==> src/rtl/laser_pkg.sv <==
// Shared types and timebase arithmetic for the laser PWM sequencer.
package laser_pkg;

   localparam int unsigned DefaultDutyWidth = 8;

   typedef logic [DefaultDutyWidth-1:0] duty_t;

   typedef enum logic [1:0] {
      StIdle,
      StRamp,
      StRun,
      StFault
   } state_t;

   // Clocks per PWM slot, clamped to 1 so a prescaler always exists.
   function automatic int unsigned step_cycles(input int unsigned clk_hz,
                                               input int unsigned pwm_hz,
                                               input int unsigned duty_w);
      int unsigned steps;
      steps = clk_hz / (pwm_hz << duty_w);
      return (steps == 0) ? 1 : steps;
   endfunction

endpackage

==> src/rtl/pwm_timebase.sv <==
// PWM timebase: prescaler, slot counter and registered period-start pulse.
// Counters are held at zero whenever i_en is low.
module pwm_timebase #(
   parameter int unsigned STEP_CYCLES = 468,
   parameter int unsigned DUTY_WIDTH  = 8
) (
   input  logic                  i_clk,
   input  logic                  i_rst,
   input  logic                  i_en,
   output logic [DUTY_WIDTH-1:0] o_slot,
   output logic                  o_boundary,
   output logic                  o_period_start
);

   localparam int unsigned PrescWidth = (STEP_CYCLES > 1) ? $clog2(STEP_CYCLES) : 1;
   localparam logic [PrescWidth-1:0] PrescLast = PrescWidth'(STEP_CYCLES - 1);

   logic [PrescWidth-1:0] r_presc;
   logic [DUTY_WIDTH-1:0] r_slot;
   logic                  r_period_start;
   logic                  w_presc_wrap;

   assign w_presc_wrap   = (r_presc == PrescLast);
   assign o_boundary     = i_en && (r_presc == '0) && (r_slot == '0);
   assign o_slot         = r_slot;
   assign o_period_start = r_period_start;

   always_ff @(posedge i_clk) begin
      if (i_rst || !i_en) begin
         r_presc <= '0;
         r_slot  <= '0;
      end else if (w_presc_wrap) begin
         r_presc <= '0;
         r_slot  <= r_slot + 1'b1;
      end else begin
         r_presc <= r_presc + 1'b1;
      end
   end

   // Registered so the pulse lines up with the registered laser output.
   always_ff @(posedge i_clk) begin
      if (i_rst) begin
         r_period_start <= 1'b0;
      end else begin
         r_period_start <= o_boundary;
      end
   end

endmodule

==> src/rtl/laser_pwm_sequencer.sv <==
// Laser diode PWM sequencer: soft-start ramp, boundary-aligned duty updates, latched fault.
// Define LASER_WATCHDOG_EN to trip FAULT after MAX_ON_PERIODS periods of continuous on-time.
module laser_pwm_sequencer
   import laser_pkg::*;
#(
   parameter int unsigned CLOCK_FREQUENCY = 48_000_000,
   parameter int unsigned PWM_FREQUENCY   = 400,
   parameter int unsigned DUTY_WIDTH      = DefaultDutyWidth,
   parameter int unsigned RAMP_STEP       = 16
`ifdef LASER_WATCHDOG_EN
   ,
   parameter int unsigned MAX_ON_PERIODS  = 4000
`endif
) (
   input  logic                  i_clk,
   input  logic                  i_rst,
   input  logic                  i_enable,
   input  logic                  i_interlock,
   input  logic                  i_fault_clr,
   input  logic                  i_cfg_valid,
   output logic                  o_cfg_ready,
   input  logic [DUTY_WIDTH-1:0] i_cfg_duty,
   output logic                  o_laser_out,
   output logic                  o_led_g,
   output logic                  o_period_start,
   output logic                  o_fault
);

   localparam int unsigned StepCycles =
      step_cycles(CLOCK_FREQUENCY, PWM_FREQUENCY, DUTY_WIDTH);
   localparam logic [DUTY_WIDTH:0] RampInc = (DUTY_WIDTH + 1)'(RAMP_STEP);

   state_t                r_state, w_state_d;
   logic [DUTY_WIDTH-1:0] r_target, w_target_d;
   logic [DUTY_WIDTH-1:0] r_active, w_active_d;
   logic [DUTY_WIDTH-1:0] r_pending, w_pending_d;
   logic                  r_pend_full, w_pend_full_d;
   logic                  r_laser, r_led_g, r_fault;

   logic                  w_tb_en, w_boundary, w_xfer, w_running, w_running_d, w_wd_trip;
   logic [DUTY_WIDTH-1:0] w_slot, w_tgt_eff;
   logic [DUTY_WIDTH:0]   w_ramp_sum, w_ramp_val;

   assign w_tb_en = (r_state != StIdle);

   pwm_timebase #(
      .STEP_CYCLES (StepCycles),
      .DUTY_WIDTH  (DUTY_WIDTH)
   ) u_timebase (
      .i_clk          (i_clk),
      .i_rst          (i_rst),
      .i_en           (w_tb_en),
      .o_slot         (w_slot),
      .o_boundary     (w_boundary),
      .o_period_start (o_period_start)
   );

   assign w_running   = (r_state == StRamp) || (r_state == StRun);
   assign w_running_d = (w_state_d == StRamp) || (w_state_d == StRun);
   assign w_xfer      = i_cfg_valid && !r_pend_full;
   // A pending update lands at the same boundary that consumes it.
   assign w_tgt_eff   = r_pend_full ? r_pending : r_target;
   assign w_ramp_sum  = {1'b0, r_active} + RampInc;
   assign w_ramp_val  = (w_ramp_sum > {1'b0, w_tgt_eff}) ? {1'b0, w_tgt_eff} : w_ramp_sum;

`ifdef LASER_WATCHDOG_EN
   localparam int unsigned WdWidth = $clog2(MAX_ON_PERIODS + 1);
   localparam logic [WdWidth-1:0] WdLast = WdWidth'(MAX_ON_PERIODS - 1);

   logic [WdWidth-1:0] r_wd_cnt;

   always_ff @(posedge i_clk) begin
      if (i_rst || (r_state == StIdle)) begin
         r_wd_cnt <= '0;
      end else if (w_running && w_boundary) begin
         r_wd_cnt <= r_wd_cnt + 1'b1;
      end
   end

   assign w_wd_trip = w_running && w_boundary && (r_wd_cnt == WdLast);
`else
   assign w_wd_trip = 1'b0;
`endif

   always_comb begin
      w_state_d     = r_state;
      w_target_d    = r_target;
      w_active_d    = r_active;
      w_pending_d   = r_pending;
      w_pend_full_d = r_pend_full;

      if (w_running) begin
         if (w_boundary && r_pend_full) begin
            w_target_d    = r_pending;
            w_pend_full_d = 1'b0;
         end
         if (w_xfer) begin
            w_pending_d   = i_cfg_duty;
            w_pend_full_d = 1'b1;
         end
      end else if (r_pend_full) begin
         w_target_d    = r_pending;
         w_pend_full_d = 1'b0;
      end else if (i_cfg_valid) begin
         w_target_d = i_cfg_duty;
      end

      unique case (r_state)
         StIdle: begin
            w_active_d = '0;
            if (!i_interlock) begin
               w_state_d = StFault;
            end else if (i_enable) begin
               w_state_d = StRamp;
            end
         end
         StRamp, StRun: begin
            if (!i_interlock || w_wd_trip) begin
               w_state_d  = StFault;
               w_active_d = '0;
            end else if (!i_enable) begin
               w_state_d  = StIdle;
               w_active_d = '0;
            end else if (w_boundary) begin
               if (r_state == StRun) begin
                  w_active_d = w_tgt_eff;
               end else begin
                  w_active_d = w_ramp_val[DUTY_WIDTH-1:0];
                  if (w_ramp_val == {1'b0, w_tgt_eff}) begin
                     w_state_d = StRun;
                  end
               end
            end
         end
         StFault: begin
            w_active_d = '0;
            if (i_fault_clr && !i_enable && i_interlock) begin
               w_state_d = StIdle;
            end
         end
         default: begin
            w_state_d  = StIdle;
            w_active_d = '0;
         end
      endcase
   end

   always_ff @(posedge i_clk) begin
      if (i_rst) begin
         r_state     <= StIdle;
         r_target    <= '0;
         r_active    <= '0;
         r_pending   <= '0;
         r_pend_full <= 1'b0;
         r_laser     <= 1'b0;
         r_led_g     <= 1'b1;
         r_fault     <= 1'b0;
      end else begin
         r_state     <= w_state_d;
         r_target    <= w_target_d;
         r_active    <= w_active_d;
         r_pending   <= w_pending_d;
         r_pend_full <= w_pend_full_d;
         // Compare against next duty so a new width starts on the period-start cycle.
         r_laser     <= w_running_d && (w_slot < w_active_d);
         r_led_g     <= !w_running_d;
         r_fault     <= (w_state_d == StFault);
      end
   end

   assign o_cfg_ready = !r_pend_full;
   assign o_laser_out = r_laser;
   assign o_led_g     = r_led_g;
   assign o_fault     = r_fault;

endmodule

==> config.mk <==
export PLATFORM = sky130hd
export DESIGN_NAME = laser_pwm_sequencer
export DESIGN_NICKNAME = d
export VERILOG_FILES = /design/src/rtl/laser_pkg.sv /design/src/rtl/pwm_timebase.sv /design/src/rtl/laser_pwm_sequencer.sv
export SDC_FILE = /design/constraint.sdc
export NUM_CORES = 1
export LEC_CHECK = 0
export CAP_MARGIN = 10
export CORE_MARGIN = 5
export CORE_UTILIZATION = 50
export DETAILED_ROUTE_END_ITERATION = 7
export PLACE_DENSITY = 0.74
export SYNTH_ARGS = -nofsm -noshare
export SYNTH_HDL_FRONTEND = slang
export SYNTH_SLANG_ARGS = --single-unit
export TNS_END_PERCENT = 20
==> constraint.sdc <==
create_clock -name i_clk -period 4.1 [get_ports i_clk]
set_clock_uncertainty 0.1 [all_clocks]
set_input_delay 0.615 -clock i_clk [delete_from_list [all_inputs] [get_ports i_clk]]
set_output_delay 0.615 -clock i_clk [all_outputs]
set_load 0.1 [all_outputs]
==> results.env <==
BOUNDARYPINS=19
NUM_ANTENNA_CELLS=0
REG2REG_SLACK_NS=0.24
MAPPEDNETLISTNETS=367
CTS_MADE_BUFFERS=5
WORSTMARGINPINSLEW_NS=0.9738
MIN_PATH_TYPE='reg -> reg'
RSZ0062_AT_GRT='false'
CELL_TYPES_WITH_THE_LARGEST_AREA_SHARE_AFTER_SYNTHESIS='sky130_fd_sc_hd__dfxtp_1 33%, sky130_fd_sc_hd__ha_1 10%, sky130_fd_sc_hd__nor2_1 5.7%'
SYNTH.CELL_AREA_UM2=2874
SYNTHESIS.INSTANCES=329
DETAILEDPLACEMENTHPWL_MM=4.709
WORST-SETUP-PATH-TYPE='reg -> reg'
FLOW.AREA_GROWTH_FROM_SYNTHESIS_PCT=16.59
POST_SYNTH.CELL_AREA_AVG_UM2=8.736
ARRIVAL_NS=3.97
END_KIND='register'
WORST-R2R-CELL-COUNT=14
SEQ_AREA_FRAC_SYNTH_PCT=33.43
HOLD_VIOLATIONS=0
GRT_USAGE_PCT=17.70
CTS-HOLD-FIX-BUFFERS=0
DRT-PASS1-ITER-COUNT=4
CLK_TRANSITION_REPORTED_PATHS_NS=0.09
STATUS='complete, no violations'
YS.FLOP_TYPE='sky130_fd_sc_hd__dfxtp_1'
DRIVE_ABOVE_1_SHARE_PCT=12.01
SYNTHDISTINCTLIBCELLS=56
DRV_CAP=0
FINAL-MAX-SLEW-VIOLATION-COUNT=0
DR.FIRST_ITER.DRC_COUNT=149
FINAL.SETUP.TNS_NS=0
FIN_CRIT_SH_PCT=94.24
CRITICAL_PATH_FANOUT_MAX=15
GRT_START_MAX_NET_PINS=24
FINALINSTANCEAREA_UM2=3351
VIAS_PER_CELL=5.760
PORT-BUFFER-COUNT=18
FIN_NETS=395
REQUIRED_NS=4.20
LIBRARY_CELL_WITH_THE_LARGEST_SUMMED_AREA_AFTER_SYNTHESIS='sky130_fd_sc_hd__dfxtp_1'
FIN_HOLD_WS_NS=0.3739
DESIGN.DIE.AREA_UM2=7364
FIRST_PASS_GRT_WIRE_LENGTH_MM=10.73
REMAINING_DRC_ERRORS=0
OVERFLOW=0
FP.DIEW_UM=85.82
WORST_SLACK_NS=0.2361
GRT_ANTENNA_BEFORE_REPAIR=0
POSTSYNTH.ASYNCRESETSHARE_PCT=0
DP_WORST_SETUP_SLACK_NS=0.03198
YOSYS_WARNINGS=0
FINAL_ANTENNA_NET_COUNT=0
POWER_LEAKAGE_uW=0.001360
CTSLONGESTPATHBUFFERS=2
TIMING.HOLD.WORST_PATH_DEPTH=1
CTS.HTREE.LEVELS=2
STARTING_DENSITY_OF_THE_CORE_PCT=51.87
ROUTED_WIRELENGTH_MM=6.212
POST-ROUTE-MIN-PERIOD_NS=3.864
VIA_COUNT=2477
ROOT_BUFFER='sky130_fd_sc_hd__clkbuf_8'
SYNTH_ENABLE_FLOP_CELLS=0
RR_ENDPOINT='o_laser_out'
PLACEMENT_ROWS=27
CLOCK_TREE_FROM_TRITONCTS='done'
HP-START='u_timebase.r_presc[0]'
PLACEABLE_CORE_AREA_UM2=5540
NUMBER_OF_GLOBAL_ROUTE_VIAS_BEFORE_REPAIR=2424
PLACE.GP.CONGESTION=0.8923
SETUP_VIOL=0
IR_DROP_mV=0.4757
FMAX_MHz=258.8
MAX_SLEW_MARGIN_PCT=34.88
DETAILED_PLACE.AREA_UM2=3186
WL_PER_INSTANCE_UM=14.45
REGTOREGSTARTPOINT='r_pend_full'
CRIT_PATH_START_KIND='register'
CELLPOWERDENSITY_nW_PER_UM2=712.9
WORST_HOLD_PATH.ENDPOINT='u_timebase.r_presc[0]'
SYNTH_TOP_AREA_SHARE_PCT=33.43
DIEHEIGHT_UM=85.82
CLOCK_LATENCY_NS=0.31
YS_FF_LATCH=48
NUMCLOCKSINKS=48
==> critical path, cell delays in order, from the launching register on <==
cell	delay, ns
sky130_fd_sc_hd__dfxtp_2	0.54
sky130_fd_sc_hd__mux2i_1	0.41
sky130_fd_sc_hd__ha_1	0.19
sky130_fd_sc_hd__nand4_1	0.12
sky130_fd_sc_hd__or4b_2	0.71
sky130_fd_sc_hd__o2bb2ai_4	0.23
sky130_fd_sc_hd__buf_4	0.17
sky130_fd_sc_hd__nor3_1	0.05
sky130_fd_sc_hd__a21oi_1	0.20
sky130_fd_sc_hd__o22a_1	0.17
sky130_fd_sc_hd__ha_1	0.24
sky130_fd_sc_hd__a21o_1	0.16
sky130_fd_sc_hd__a21oi_1	0.13
sky130_fd_sc_hd__nor2b_1	0.07
sky130_fd_sc_hd__a2111oi_2	0.26
==> report_power, final <==
group / total (uW) / internal [uW] / switching (uW)
registers: 636 / 562 / 73.8
clock network: 349 / 184 / 165
logic: 1400 / 546 / 857
total: 2390 / 1290 / 1100
==> logic make-up after synthesis <==
family | Yosys count | share of synthesized area, %
buffers and inverters | 25 | 3.657
DFF | 48 | 33.43
xor gates and xnor gates | 24 | 7.314
AOI/OAI and AO/OA | 68 | 17.94
muxes | 18 | 6.356
adders and majority gates | 24 | 10.45
and+or+nand+nor | 122 | 20.85
==> how the worst max path moves through the flow <==
| stage | start | endpoint | slack [ns] | cells after the start |
|---|---|---|---|---|
| 2_1_floorplan | r_active[6] | o_laser_out | 0.46 | 14 |
| 3_3_place_gp | r_pend_full | o_laser_out | 0.15 | 13 |
| 3_5_place_dp | r_pend_full | o_laser_out | 0.03 | 13 |
| 4_1_cts | r_active[6] | o_laser_out | 0.08 | 16 |
| 5_1_grt | r_active[4] | o_laser_out | 0.01 | 14 |
| 6_report | r_pend_full | o_laser_out | 0.24 | 14 |
==> stage by stage <==
step | std cells | utilization [%] | total power, uW
after floorplan | 329 | - | 1630
after global placement | 421 | 57.50 | 1925
after detailed placement | 421 | 57.50 | 1952
after CTS | 429 | 59.62 | 2311
after global routing | 430 | 60.48 | 2573
final | 430 | 60.48 | 2389
==> synthesized netlist by cell type (all sizes together), types with 4 or more instances <==
cell type   n
dfxtp      48
nor2       44
ha         24
nand2      23
mux2i      16
inv        15
o21ai      15
xnor2      14
a21oi      13
nand3      13
nor3       10
xor2       10
a311oi      8
clkbuf      7
nand4       5
and3        4
nor4        4
o211a       4
o21a        4
==> cell usage in the layout (no fill, tap or decap), types with 5 or more instances in the layout <==
cell                               n
sky130_fd_sc_hd__clkbuf_8          5
sky130_fd_sc_hd__nand4_1           5
sky130_fd_sc_hd__dfxtp_1          46
sky130_fd_sc_hd__xnor2_1          14
sky130_fd_sc_hd__buf_4            12
sky130_fd_sc_hd__nor2_1           44
sky130_fd_sc_hd__xor2_1            9
sky130_fd_sc_hd__inv_1            15
sky130_fd_sc_hd__o21ai_0          15
sky130_fd_sc_hd__ha_1             24
sky130_fd_sc_hd__clkdlybuf4s50_1  18
sky130_fd_sc_hd__a311oi_1          6
sky130_fd_sc_hd__nand3_1          13
sky130_fd_sc_hd__nor3_1            9
sky130_fd_sc_hd__mux2i_1          15
sky130_fd_sc_hd__nand2_1          23
sky130_fd_sc_hd__a21oi_1          12
==> metal layers <==
metal | GRT usage, % | wire [um] | vias up
li1 | - | - | 1243
met1 | 23.11 | 2904 | 1172
met2 | 29.31 | 2981 | 54
met3 | 2.978 | 243 | 8
met4 | 6.475 | 82 | 0
met5 | 0 | 0 | -
==> final cells by class <==
type | instances | area (um^2)
Fill cell | 514 | 2190
Sequential cell | 48 | 963.4
Clock buffer | 5 | 68.82
Multi-Input combinational cell | 257 | 1854
Tap cell | 72 | 90.09
Clock inverter | 3 | 47.55
Timing Repair Buffer | 30 | 270.3
Inverter | 15 | 56.30
==> flip-flops by register name (all words and copies together) (netlist names) <==
name / cells
u_timebase.o_period_start: 1
o_laser_out: 1
r_pending: 8
r_target: 8
r_state: 2
r_pend_full: 1
r_active: 8
o_fault: 1
u_timebase.o_slot: 8
u_timebase.r_presc: 9
o_led_g: 1
==> timing repair <==
item | 4_1_cts | 5_1_grt
endpoints found under the setup margin | 1 | 1
setup buffers | 0 | 0
gates resized for setup | 1 | 6
pin swaps | 0 | 1
gates cloned | 0 | 1
Note: power is estimated with default switching activity, not from simulation.
